## src/rtl/width_pack_arbiter_pkg.sv

```systemverilog
// Shared types and constants for the two-requester 8-to-16 packing arbiter.
package width_pack_arbiter_pkg;

  typedef enum logic {
    IDLE = 1'b0,
    HALF = 1'b1
  } state_t;

  localparam int TIMEOUT_DEFAULT = 15;
  localparam int REQ_IDX_W       = 1;

endpackage

```

## src/rtl/rr_arb2.sv

```systemverilog
// Two-way round-robin winner selection: a tie goes to the requester that did not own the last word.
module rr_arb2
  import width_pack_arbiter_pkg::*;
(
  input  logic [1:0]           valid,
  input  logic [REQ_IDX_W-1:0] last_owner,
  output logic [REQ_IDX_W-1:0] winner
);

  always_comb begin
    winner = '0;
    if (valid == 2'b11) begin
      winner = ~last_owner;
    end else if (valid[1]) begin
      winner = REQ_IDX_W'(1);
    end
  end

endmodule

```

## src/rtl/width_pack_arbiter.sv

```systemverilog
// Packs byte pairs from two requesters into 16-bit words, granting one whole word at a time
// and dropping a half-built word if its owner stalls for TIMEOUT cycles.
module width_pack_arbiter
  import width_pack_arbiter_pkg::*;
#(
  parameter int TIMEOUT = TIMEOUT_DEFAULT
) (
  input  logic        clk,
  input  logic        rst_n,
  input  logic        req0_valid,
  input  logic [7:0]  req0_data,
  output logic        req0_ready,
  input  logic        req1_valid,
  input  logic [7:0]  req1_data,
  output logic        req1_ready,
  output logic        valid_out,
  output logic [15:0] data_out,
  output logic        src_out,
  output logic        err_drop
);

  localparam logic [7:0] TIMEOUT_CNT = 8'(TIMEOUT);

  state_t               state, state_next;
  logic [REQ_IDX_W-1:0] owner, last_owner, winner;
  logic [7:0]           cnt, cnt_inc, high_byte, win_data, owner_data;
  logic                 any_valid, owner_valid;
  logic                 take_first, complete, drop;

  rr_arb2 u_rr_arb2 (
    .valid      ({req1_valid, req0_valid}),
    .last_owner (last_owner),
    .winner     (winner)
  );

  assign any_valid   = req0_valid | req1_valid;
  assign win_data    = winner[0] ? req1_data : req0_data;
  assign owner_valid = owner[0] ? req1_valid : req0_valid;
  assign owner_data  = owner[0] ? req1_data : req0_data;
  assign cnt_inc     = cnt + 8'd1;

  always_ff @(posedge clk or negedge rst_n) begin
    if (!rst_n) begin
      state <= IDLE;
    end else begin
      state <= state_next;
    end
  end

  // The non-owner is held off for the whole of HALF so bytes of two words never interleave.
  always_comb begin
    state_next = state;
    req0_ready = 1'b0;
    req1_ready = 1'b0;
    take_first = 1'b0;
    complete   = 1'b0;
    drop       = 1'b0;
    case (state)
      IDLE: begin
        req0_ready = any_valid & ~winner[0];
        req1_ready = any_valid & winner[0];
        if (any_valid) begin
          take_first = 1'b1;
          state_next = HALF;
        end
      end
      HALF: begin
        req0_ready = ~owner[0];
        req1_ready = owner[0];
        if (owner_valid) begin
          complete   = 1'b1;
          state_next = IDLE;
        end else if (cnt_inc == TIMEOUT_CNT) begin
          drop       = 1'b1;
          state_next = IDLE;
        end
      end
      default: state_next = IDLE;
    endcase
  end

  always_ff @(posedge clk or negedge rst_n) begin
    if (!rst_n) begin
      owner      <= '0;
      last_owner <= REQ_IDX_W'(1);
      cnt        <= '0;
      high_byte  <= '0;
      valid_out  <= 1'b0;
      data_out   <= '0;
      src_out    <= 1'b0;
      err_drop   <= 1'b0;
    end else begin
      valid_out <= complete;
      err_drop  <= drop;
      if (take_first) begin
        high_byte <= win_data;
        owner     <= winner;
        cnt       <= '0;
      end else if (state == HALF && !owner_valid && !drop) begin
        cnt <= cnt_inc;
      end
      if (complete) begin
        data_out   <= {high_byte, owner_data};
        src_out    <= owner[0];
        last_owner <= owner;
        high_byte  <= '0;
      end
      if (drop) begin
        last_owner <= owner;
        high_byte  <= '0;
        cnt        <= '0;
      end
    end
  end

endmodule

```

## config.mk

```make
export PLATFORM = sky130hd
export DESIGN_NAME = width_pack_arbiter
export DESIGN_NICKNAME = d
export VERILOG_FILES = /design/src/rtl/width_pack_arbiter_pkg.sv /design/src/rtl/rr_arb2.sv /design/src/rtl/width_pack_arbiter.sv
export SDC_FILE = /design/constraint.sdc
export NUM_CORES = 1
export LEC_CHECK = 0
export ABC_AREA = 0
export ABC_CLOCK_PERIOD_IN_PS = 4850
export BUFFER_PORTS_ARGS = -buffer_cell sky130_fd_sc_hd__buf_2
export CELL_PAD_IN_SITES_DETAIL_PLACEMENT = 1
export CELL_PAD_IN_SITES_GLOBAL_PLACEMENT = 1
export CORE_UTILIZATION = 43
export DETAILED_ROUTE_END_ITERATION = 7
export GPL_ROUTABILITY_DRIVEN = 1
export PLACE_DENSITY = 0.88
export SYNTH_ARGS = -nofsm -noshare
export SYNTH_HDL_FRONTEND = slang
export SYNTH_SLANG_ARGS = --single-unit
```

## constraint.sdc

```tcl
create_clock -name clk -period 4.85 [get_ports clk]
set_input_delay 0.2425 -clock clk [delete_from_list [all_inputs] [get_ports clk]]
set_output_delay 0.2425 -clock clk [all_outputs]
set_load 0.01 [all_outputs]
```

# ---- After elaboration in Yosys (flattened, before gate mapping)
# Index checks and enable logic that the tools add are counted.
dict set report totals {
  reg_bits 38
  inputBits 20
}
dict set report op_classes {
  n_eq_ne 2
  reduce_logical 7
  add_sub_neg 1
  n_mux 25
  bitwise 7
}
# op n
set op_table {}
lappend op_table {{$mux W8} 8}
lappend op_table {{$mux W1} 14}
lappend op_table {{$add A8 B1 Y8 const B} 1}
lappend op_table {{$eq A8 B4 Y1 const B} 1}
lappend op_table {{$pmux W1 S2} 3}
lappend op_table {{$reduce_bool A3 Y1} 2}
lappend op_table {{$not A1 Y1} 4}
lappend op_table {{$and A1 B1 Y1} 2}
lappend op_table {{$eq A2 B2 Y1 const B} 1}
lappend op_table {{$logic_and A1 B1 Y1} 2}
lappend op_table {{$logic_not A1 Y1} 2}
lappend op_table {{$reduce_bool A2 Y1} 1}
lappend op_table {{$or A1 B1 Y1} 1}

# ---- Depth between registers and ports, before layout
# Gate-level depths: netlist of the first run.
dict set report logic_depth {
  ltp_word 10
  depth_mapped 7
  ltp_nobuf 6
}

# ---- Hierarchy
# Synthesis of the first run repeated with hierarchy kept, for this count alone.
dict set report unflattened {
  cells_unflattened 192
  area_unflattened_um2 1903.1
}
# mod cells_per_inst area_per_inst_um2 seq_area_each_um2 n_inst
set by_module_without_submodules {}
lappend by_module_without_submodules {width_pack_arbiter 191 1891.8 952.2 1}
lappend by_module_without_submodules {rr_arb2 1 11.3 0.0 1}

# ---- Least setup slack after synthesis of the first run
# No wires, ideal clock.
dict set report synth_path {
  path_kind {register -> register}
  startpoint {reg cnt[0]}
  endpoint {reg last_owner}
  path_slack_ns 2.837
  stages_incl_launch_ff 7
  synth_period_minus_slack_ns 2.013
  arrival_time_ns 1.930
  t_required_ns 4.768
  setup_ns 0.082
  path_cell_list {dfrtp_1 -> ha_1 -> xnor2_1 -> nor4b_2 -> o2111ai_2 -> o31ai_4 -> mux2_4}
}
dict set report synth_via {
  elab_chain_cells 6
}
# item line
set synth_lines {}
lappend synth_lines {{from (decl)} width_pack_arbiter.sv:26} ;# logic [7:0] cnt, cnt_inc, high_byte, win_data, owner_data;
lappend synth_lines {{from (signal assigned)} width_pack_arbiter.sv:100} ;# cnt <= cnt_inc;
lappend synth_lines {{$add A8 B1 Y8 (*)} width_pack_arbiter.sv:40} ;# assign cnt_inc = cnt + 8'd1;
lappend synth_lines {{$eq A8 B4 Y1 (*)} width_pack_arbiter.sv:73} ;# end else if (cnt_inc == TIMEOUT_CNT) begin
lappend synth_lines {{$mux W1 (*)} width_pack_arbiter.sv:73}
lappend synth_lines {{$mux W1 (*)} width_pack_arbiter.sv:70} ;# if (owner_valid) begin
lappend synth_lines {{$mux W1 (*)} width_pack_arbiter.sv:58} ;# case (state)
lappend synth_lines {{$mux W1 or $reduce_bool A2 Y1 (tied branches)} --}
lappend synth_lines {{to (signal assigned)} width_pack_arbiter.sv:105} ;# last_owner <= owner;
lappend synth_lines {{to (signal assigned)} width_pack_arbiter.sv:109} ;# last_owner <= owner;
lappend synth_lines {{to (decl)} width_pack_arbiter.sv:25} ;# logic [REQ_IDX_W-1:0] owner, last_owner, winner;
# Mark *: on every way between the ends. The rest lies on a longest branch, timed or not.
# A chain may end at the register's enable or synchronous reset.

# ---- Worst setup path after layout of the first run
dict set report layout_path {
  startpoint {reg owner}
  endpoint {reg data_out[8]}
}
dict set report layout_via {
  elab_chain_cells 3
}
# item line
set layout_lines {}
lappend layout_lines {{from (decl)} width_pack_arbiter.sv:25}
lappend layout_lines {{from (signal assigned)} width_pack_arbiter.sv:97} ;# owner <= winner;
lappend layout_lines {{$mux W1} width_pack_arbiter.sv:38} ;# assign owner_valid = owner[0] ? req1_valid : req0_valid;
lappend layout_lines {{$mux W1} width_pack_arbiter.sv:70}
lappend layout_lines {{$mux W1} width_pack_arbiter.sv:58}
lappend layout_lines {{net complete} width_pack_arbiter.sv:28} ;# logic take_first, complete, drop;
lappend layout_lines {{to (signal assigned)} width_pack_arbiter.sv:103} ;# data_out <= {high_byte, owner_data};
lappend layout_lines {{to (decl)} width_pack_arbiter.sv:17} ;# output logic [15:0] data_out,
# The timed path passes the listed nets, and every way through them passes these cells.

==> impl_metrics.ini, run 1 <==
[status]
status = complete, no violations

[worst_setup_path]
startpoint = owner$_DFFE_PN0P_
rr_endpoint = data_out[8]$_DFFE_PN0P_
reg2reg_from = owner$_DFFE_PN0P_
critPathKind = register to register
r2r_slack_ns = 2.12
reg2reg_depth = 5
critPathMaxFanout = 26
critPathCapture = data_out[8]$_DFFE_PN0P_
end_kind = register
crit_required_ns = 5.03
worstSetupStartpointType = register
arrival_ns = 2.91

[cts]
ctsResizeCount = 0
cts.clk_slew.worst_paths_ns = 0.08
cts_tree = built
numCtsBuffers = 5
cts_max_level = 2
cts_setup_buffers = 0
insertion_delay_ns = 0.29
cts.path.max_buffers = 2
cts_hold_buf = 0
cts_sinks = 38
clockRootBuffer = clkbuf_8

[grt]
grt_pass1_wl_mm = 7.74
antenna_found_initial = 0
grt_max_degree = 39
grt_usage = 0.236
grt_pass1_vias = 1535
grt.overflow.total = 0

[floorplan]
io_pins = 41
fp-row-count = 23
core_region_area_um2 = 4030
fp.dieW_um = 67.2
die_height_um = 67.2
die_area_um2 = 4520
start_util = 0.454

[sta]
final_hold_viol_count = 0
tightest_slew_ns = 1.18
layout_min_cycle_time_ns = 2.73
setup_viol = 0
slew_headroom = 0.215
drv_slew = 0
fin_skew_ns = 0.00863
finalCritPeriodShare = 0.563
rsz0062_at_grt = no
max_freq_mhz = 366
final.setup.tns_ns = 0

[synth]
synth-async-reset-ratio = 1.00
syn_inst = 197
synth_ff_type = dfrtp_1
synth_area_um2 = 1830
synth_edf_count = 0
seq_area_frac_synth = 0.521
synth_warnings = 0
synth_top_area_cell = dfrtp_1
netlist.area_leader.share = 0.506
synth.area.top_cells = dfrtp_1, mux2i_1, nand2_1, nor2_1, o21ai_0
synth-seq-cells = 38
syn_area_per_cell_um2 = 9.29
synth_nets = 219
synth_cell_types = 31

[placement]
dp_hpwl_mm = 3.22
port_buffers = 40
gp_congestion = 0.808

[drt]
routed_wl_mm = 4.86
ant_nets = 0
avgViaCountPerCell = 5.38
drtIter0Drc = 104
first_pass_iters = 4
wl_per_cell_um = 16.9
drc = 0
num_vias = 1544

[power]
power.leakage_nw = 1.11
ir_drop_uv = 207
power_density_nw_per_um2 = 609
finalPower_mw = 1.33

[layout]
final_cell_mix = nand2_1, buf_2, dfrtp_1
diodes = 0
fillers = 490
area_growth_pct = 19.3
drive_above_1_share = 0.228
fin_nets = 258
final_common_cell = nand2_1

[job]
max_cap_violations = 0

[hold_path]
hold_path_class = input port to asynchronous set/reset pin
-- sequential cells by signal, indices dropped and copies added (netlist names) --
| register | flops |
|---|---|
| high_byte | 8 |
| src_out | 1 |
| owner | 1 |
| err_drop | 1 |
| cnt | 8 |
| valid_out | 1 |
| state | 1 |
| data_out | 16 |
| last_owner | 1 |
-- logic make-up after synthesis --
group / Yosys count / share of synthesized area
AO/OA/AOI/OAI: 35 / 0.122
XOR/XNOR: 3 / 0.0144
adder cells (fa/ha/maj): 2 / 0.0137
buffers and inverters: 14 / 0.0287
flip-flops: 38 / 0.521
multiplexers: 18 / 0.101
AND/OR/NAND/NOR: 87 / 0.200
-- power by group --
group          total (mW)  internal, mW  switching, mW
logic               0.487         0.192          0.295
clock network       0.284         0.168          0.116
registers           0.556         0.443          0.113
-- routing by layer --
metal,wire [um],part of all wire,track usage,vias to the layer above
met5,0,0,0,-
met4,74,0.015,0.0878,0
met3,153,0.031,0.0574,9
met2,2330,0.48,0.375,31
met1,2310,0.47,0.311,762
li1,-,-,-,742
-- cell type report --
class	instances	area (um2)	share of cell area
inverter	5	18.8	0.00860
timing repair buffer	41	208	0.0952
sequential	38	952	0.436
tap	50	62.6	0.0287
clock buffer	7	86.3	0.0396
multi-input combinational	145	825	0.378
clock inverter	1	30.0	0.0138
-- through the flow --
step / cell area (um2) / worst slack (ns) / hold WS (ns) / std cells / util
after floorplan: 1830 / 2.84 / -0.0531 / 197 / -
after global placement: 2070 / 2.24 / 0.403 / 279 / 0.513
after detailed placement: 2070 / 2.16 / 0.405 / 279 / 0.513
after CTS: 2180 / 2.14 / 0.0807 / 287 / 0.542
after global routing: 2180 / 1.89 / 0.109 / 287 / 0.542
final: 2180 / 2.12 / 0.0448 / 287 / 0.542
-- synth_stat cells, types with 2 or more instances --
| master | count |
|---|---|
| mux2i_1 | 17 |
| inv_1 | 4 |
| and2_1 | 2 |
| ha_1 | 2 |
| buf_1 | 3 |
| o22ai_1 | 2 |
| o21ai_1 | 3 |
| nand3_1 | 7 |
| dfrtp_1 | 37 |
| a21oi_1 | 10 |
| nand2_1 | 45 |
| o21ai_0 | 13 |
| nand2b_1 | 2 |
| clkbuf_1 | 6 |
| o41ai_1 | 2 |
| nor2_1 | 26 |
| xor2_1 | 2 |
-- worst min path at each step --
stage	start	to	slack, ns	depth (start not counted)
floorplan	rst_n	cnt[0]$_DFFE_PN0P_	-0.05	0
finish	rst_n	data_out[2]$_DFFE_PN0P_	0.04	1
global route	rst_n	data_out[4]$_DFFE_PN0P_	0.11	1
global placement	rst_n	data_out[1]$_DFFE_PN0P_	0.40	1
CTS	rst_n	data_out[1]$_DFFE_PN0P_	0.08	1
detailed placement	rst_n	data_out[1]$_DFFE_PN0P_	0.41	1
-- critical path, stage by stage, from the launching register on --
cell and delay, ns:
dfrtp_1 0.78, mux2i_1 0.29, nand2b_1 0.79, clkinv_1 0.51, nand2_1 0.18, nand2_1 0.07
(Power assumes the default switching activity.)
==> run 2: changes to the inputs <==
ABC_CLOCK_PERIOD_IN_PS = 2300   (was 4850)
CORE_UTILIZATION = 36   (was 43)
PLACE_DENSITY = 0.8   (was 0.88)
clock period = 2.3 ns   (was 4.85 ns; I/O delays follow)
==> run 2 against run 1 <==
Combinational power grew 130%. Setup slack worse by 1.9 ns. Register-to-register slack worse by 1.9 ns. Total power up 110%. Worst hold slack better by 0.073 ns. Critical path depth is 1 higher. Design area rose by 3.4%. Via count increased by 0.32%. Clock skew down 0.0021 ns.
==> impl_metrics.ini, run 2 (synthesis results as in run 1) <==
[worst_setup_path]
critPathKind = register to register
arrival_ns = 2.27
slowest_stage = dfrtp_1
crit_chain = ha_1, xnor2_1, nor4b_2, o2111ai_2, or2_2, a32o_1
worstSetupStartpointType = register
crit_family = simple AND/OR/NAND/NOR gates
end_kind = register
crit_required_ns = 2.49
critPathMaxFanout = 7
cp_num_buf_inv = 0
critPathMaxStageDelay_ns = 0.46

[floorplan]
fp.dieW_um = 73.3
die_height_um = 73.3
die_area_um2 = 5370
fp-row-count = 25
core_region_area_um2 = 4820
io_pins = 41
start_util = 0.380

[grt]
antenna_found_initial = 0
grt_pass1_wl_mm = 7.78
grt_usage = 0.193
grt.overflow.total = 0
grt_max_degree = 39
grt_pass1_vias = 1656

[placement]
post-place-ws_ns = 0.253
port_buffers = 40
gp_congestion = 0.785
dp_hpwl_mm = 3.29
placed_area_um2 = 2130

[sta]
layout_min_cycle_time_ns = 2.08
rsz0062_at_grt = no
fin_skew_ns = 0.00649
final.setup.tns_ns = 0
hold_slack_ns = 0.118
worst_slack_ns = 0.217
slew_headroom = 0.428
tightest_slew_ns = 0.857
drv_slew = 0
finalCritPeriodShare = 0.906
setup_viol = 0
final_hold_viol_count = 0
max_freq_mhz = 480

[drt]
avgViaCountPerCell = 4.98
num_vias = 1549
drtIter0Drc = 71
drc = 0
wl_per_cell_um = 14.6
first_pass_iters = 4
ant_nets = 0
routed_wl_mm = 4.55

[layout]
fin_nets = 265
top_regs = data_out: 16 flops, cnt: 8 flops, high_byte: 8 flops
drive_above_1_share = 0.250
largest_register_ffs = 16
final_cell_mix = nand2_1, buf_2, dfrtp_1
stdcell_area_um2 = 2260
diodes = 0
area_growth_pct = 23.3
final_common_cell = nand2_1
largest-register = data_out

[cts]
cts.clk_slew.worst_paths_ns = 0.08
insertion_delay_ns = 0.29
cts_hold_buf = 1
clockRootBuffer = clkbuf_8
cts_tree = built
cts_sinks = 38
ctsResizeCount = 0
cts_setup_buffers = 0
numCtsBuffers = 5
cts.path.max_buffers = 2
cts_max_level = 2

[power]
power_density_nw_per_um2 = 1250
finalPower_mw = 2.82
ir_drop_uv = 493
power.leakage_nw = 1.14

[status]
status = complete, no violations

[job]
max_cap_violations = 0

[hold_path]
hold_path_class = input port to register
[run 2: cell types whose count changed in the layout (fill, tap and decap cells not counted)]
cell	delta
dlygate4sd3_1	+1
clkinvlp_4	+2
buf_4	+6
clkbuf_8	-1
clkbuf_1	-1
[run 2: area by class of cell]
class | count | area [um2]
fill | 605 | 2560
sequential | 38 | 952
multi-input combinational | 145 | 825
timing repair buffer | 48 | 263
tap | 67 | 83.8
clock buffer | 5 | 68.8
clock inverter | 3 | 45.0
inverter | 5 | 18.8
[run 2: report_power, final]
part / internal [mW] / switching, mW / leakage, nW
clock network: 0.323 / 0.254 / 0.0504
logic: 0.455 / 0.683 / 0.596
registers: 0.935 / 0.168 / 0.492
[run 2: worst min-delay path: stages]
cell and delay [ns]:
buf_2 0.08, mux2i_1 0.05, o21ai_0 0.13
[run 2: layer usage]
layer	GRT usage	wire length, um
met1	0.257	2090
met2	0.314	2250
met3	0.0370	131
met4	0.0654	71
met5	0	0
[run 2: through the flow]
| stage | cells | utilization |
|---|---|---|
| after floorplan | 197 | - |
| after global placement | 302 | 0.443 |
| after detailed placement | 302 | 0.443 |
| after CTS | 311 | 0.468 |
| after global routing | 311 | 0.468 |
| final | 311 | 0.468 |
[run 2: final timing paths]
kind / from / endpoint / slack [ns] / depth (start not counted)
min: req0_data[0] / data_out[0]$_DFFE_PN0P_ / 0.12 / 3
max in group asynchronous: rst_n / high_byte[1]$_DFFE_PN0P_ / 1.31 / 2
min in group asynchronous: rst_n / valid_out$_DFF_PN0_ / 0.45 / 2
max: cnt[0]$_DFFE_PN0P_ / cnt[1]$_DFFE_PN0P_ / 0.22 / 6
max reg2reg: cnt[0]$_DFFE_PN0P_ / cnt[1]$_DFFE_PN0P_ / 0.22 / 6
min reg2reg: data_out[3]$_DFFE_PN0P_ / data_out[3]$_DFFE_PN0P_ / 0.48 / 2
==> run 3: changes to the inputs <==
RECOVER_POWER = 100   (was unset)
==> run 3 against run 2 <==
Total power shrank 2.3%. Design area fell by 1.7%. Critical path depth unchanged. Wire length rose by 0.29%. Setup slack lost 0.0053 ns. Utilization down 0.78 points. Flip-flop and latch count unchanged.
==> impl_metrics.ini, run 3 (synthesis results as in run 1) <==
[layout]
fin_nets = 265
diodes = 0
top_regs = data_out: 16 flops, cnt: 8 flops, high_byte: 8 flops
drive_above_1_share = 0.152
final_common_cell = nand2_1
largest-register = data_out
largest_register_ffs = 16
final_cell_mix = nand2_1, dfrtp_1, nor2_1
area_growth_pct = 21.3
fin_cells = 311

[drt]
first_pass_iters = 4
avgViaCountPerCell = 4.96
drc = 0
routed_wl_mm = 4.56
num_vias = 1543
wl_per_cell_um = 14.7
drtIter0Drc = 63
ant_nets = 0

[worst_setup_path]
end_kind = register
critPathMaxFanout = 7
arrival_ns = 2.28
critPathKind = register to register
worstSetupStartpointType = register
crit_required_ns = 2.49

[hold_path]
hold_path_class = input port to register

[placement]
dp_hpwl_mm = 3.29
dp_cells = 302
post-place-ws_ns = 0.253
port_buffers = 40
gp_congestion = 0.785

[sta]
drv_slew = 0
final_hold_viol_count = 0
max_freq_mhz = 479
slew_headroom = 0.362
rsz0062_at_grt = no
final.setup.tns_ns = 0
finalCritPeriodShare = 0.908
fin_skew_ns = 0.00653
layout_min_cycle_time_ns = 2.09
hold_slack_ns = 0.118
worst_slack_ns = 0.212
setup_viol = 0
tightest_slew_ns = 0.956

[floorplan]
die_height_um = 73.3
fp-row-count = 25
fp.dieW_um = 73.3
io_pins = 41
start_util = 0.380
core_region_area_um2 = 4820
die_area_um2 = 5370

[cts]
cts.path.max_buffers = 2
ctsResizeCount = 0
cts_max_level = 2
clockRootBuffer = clkbuf_8
cts_sinks = 38
cts_tree = built
insertion_delay_ns = 0.29
numCtsBuffers = 5
cts.clk_slew.worst_paths_ns = 0.08

[power]
power.leakage_nw = 1.05
netSwitchingPower_mw = 1.11
switching_share = 0.403
clockPowerShare = 0.210
ir_drop_uv = 480
power_frac_seq = 0.402
p_comb_frac = 0.388
power_density_nw_per_um2 = 1240
p_int_mw = 1.64

[status]
status = complete, no violations

[job]
max_cap_violations = 0

[grt]
antenna_found_initial = 0
grt_pass1_wl_mm = 7.78
grt.overflow.total = 0
grt_pass1_vias = 1656
grt_usage = 0.193
grt_max_degree = 39
==> run 3: power groups by stage <==
stage	sequential, mW	clock [mW]	combinational, mW
4_1_cts	1.10	0.582	1.16
3_3_place_gp	1.10	0	1.10
2_1_floorplan	1.15	0	0.649
5_1_grt	1.15	0.614	1.21
3_5_place_dp	1.11	0	1.14
6_report	1.11	0.577	1.07
==> run 3: repair_timing <==
action                    in CTS  in global routing
hold buffers                   1                  0
hold endpoints to repair      37                  0
setup buffers                  0                  0
==> run 3: path summary, 6_finish.rpt <==
| kind | start | endpoint | slack [ns] | depth (start not counted) |
|---|---|---|---|---|
| worst max-delay path | cnt[0]$_DFFE_PN0P_ | cnt[1]$_DFFE_PN0P_ | 0.21 | 6 |
| worst min-delay path | req0_data[0] | data_out[0]$_DFFE_PN0P_ | 0.12 | 3 |
| worst max register to register | cnt[0]$_DFFE_PN0P_ | cnt[1]$_DFFE_PN0P_ | 0.21 | 6 |
| worst min register to register | data_out[3]$_DFFE_PN0P_ | data_out[3]$_DFFE_PN0P_ | 0.48 | 2 |
| max in group asynchronous | rst_n | high_byte[1]$_DFFE_PN0P_ | 1.22 | 2 |
| min in group asynchronous | rst_n | valid_out$_DFF_PN0_ | 0.49 | 2 |
==> run 3: through the flow <==
step | power (mW) | utilization | cell area, um2
3_5_place_dp | 2.25 | 0.443 | 2130
6_report | 2.75 | 0.461 | 2220
4_1_cts | 2.85 | 0.468 | 2260
5_1_grt | 2.97 | 0.461 | 2220
2_1_floorplan | 1.80 | - | 1830
3_3_place_gp | 2.20 | 0.443 | 2130
==> run 3: area by class of cell <==
type                       count  area (um2)
clock buffer                   5        68.8
tap                           67        83.8
timing repair buffer          48         229
inverter                       5        18.8
fill                         606        2600
sequential                    38         952
multi-input combinational    145         821
clock inverter                 3        45.0
==> run 3: critical path, stage by stage (launching register included) <==
cell       delay [ns]
dfrtp_1          0.46
ha_1             0.31
xnor2_1          0.17
nor4b_2          0.25
o2111ai_2        0.24
or2_2            0.35
a32o_1           0.21
==> run 3: per-layer routing <==
| layer | part of all wire | track usage | routed length (um) | vias up |
|---|---|---|---|---|
| met5 | 0 | 0 | 0 | - |
| met4 | 0.015 | 0.0654 | 70 | 0 |
| met3 | 0.031 | 0.0370 | 141 | 7 |
| met2 | 0.49 | 0.314 | 2250 | 31 |
| met1 | 0.46 | 0.257 | 2100 | 750 |
| li1 | - | - | - | 755 |
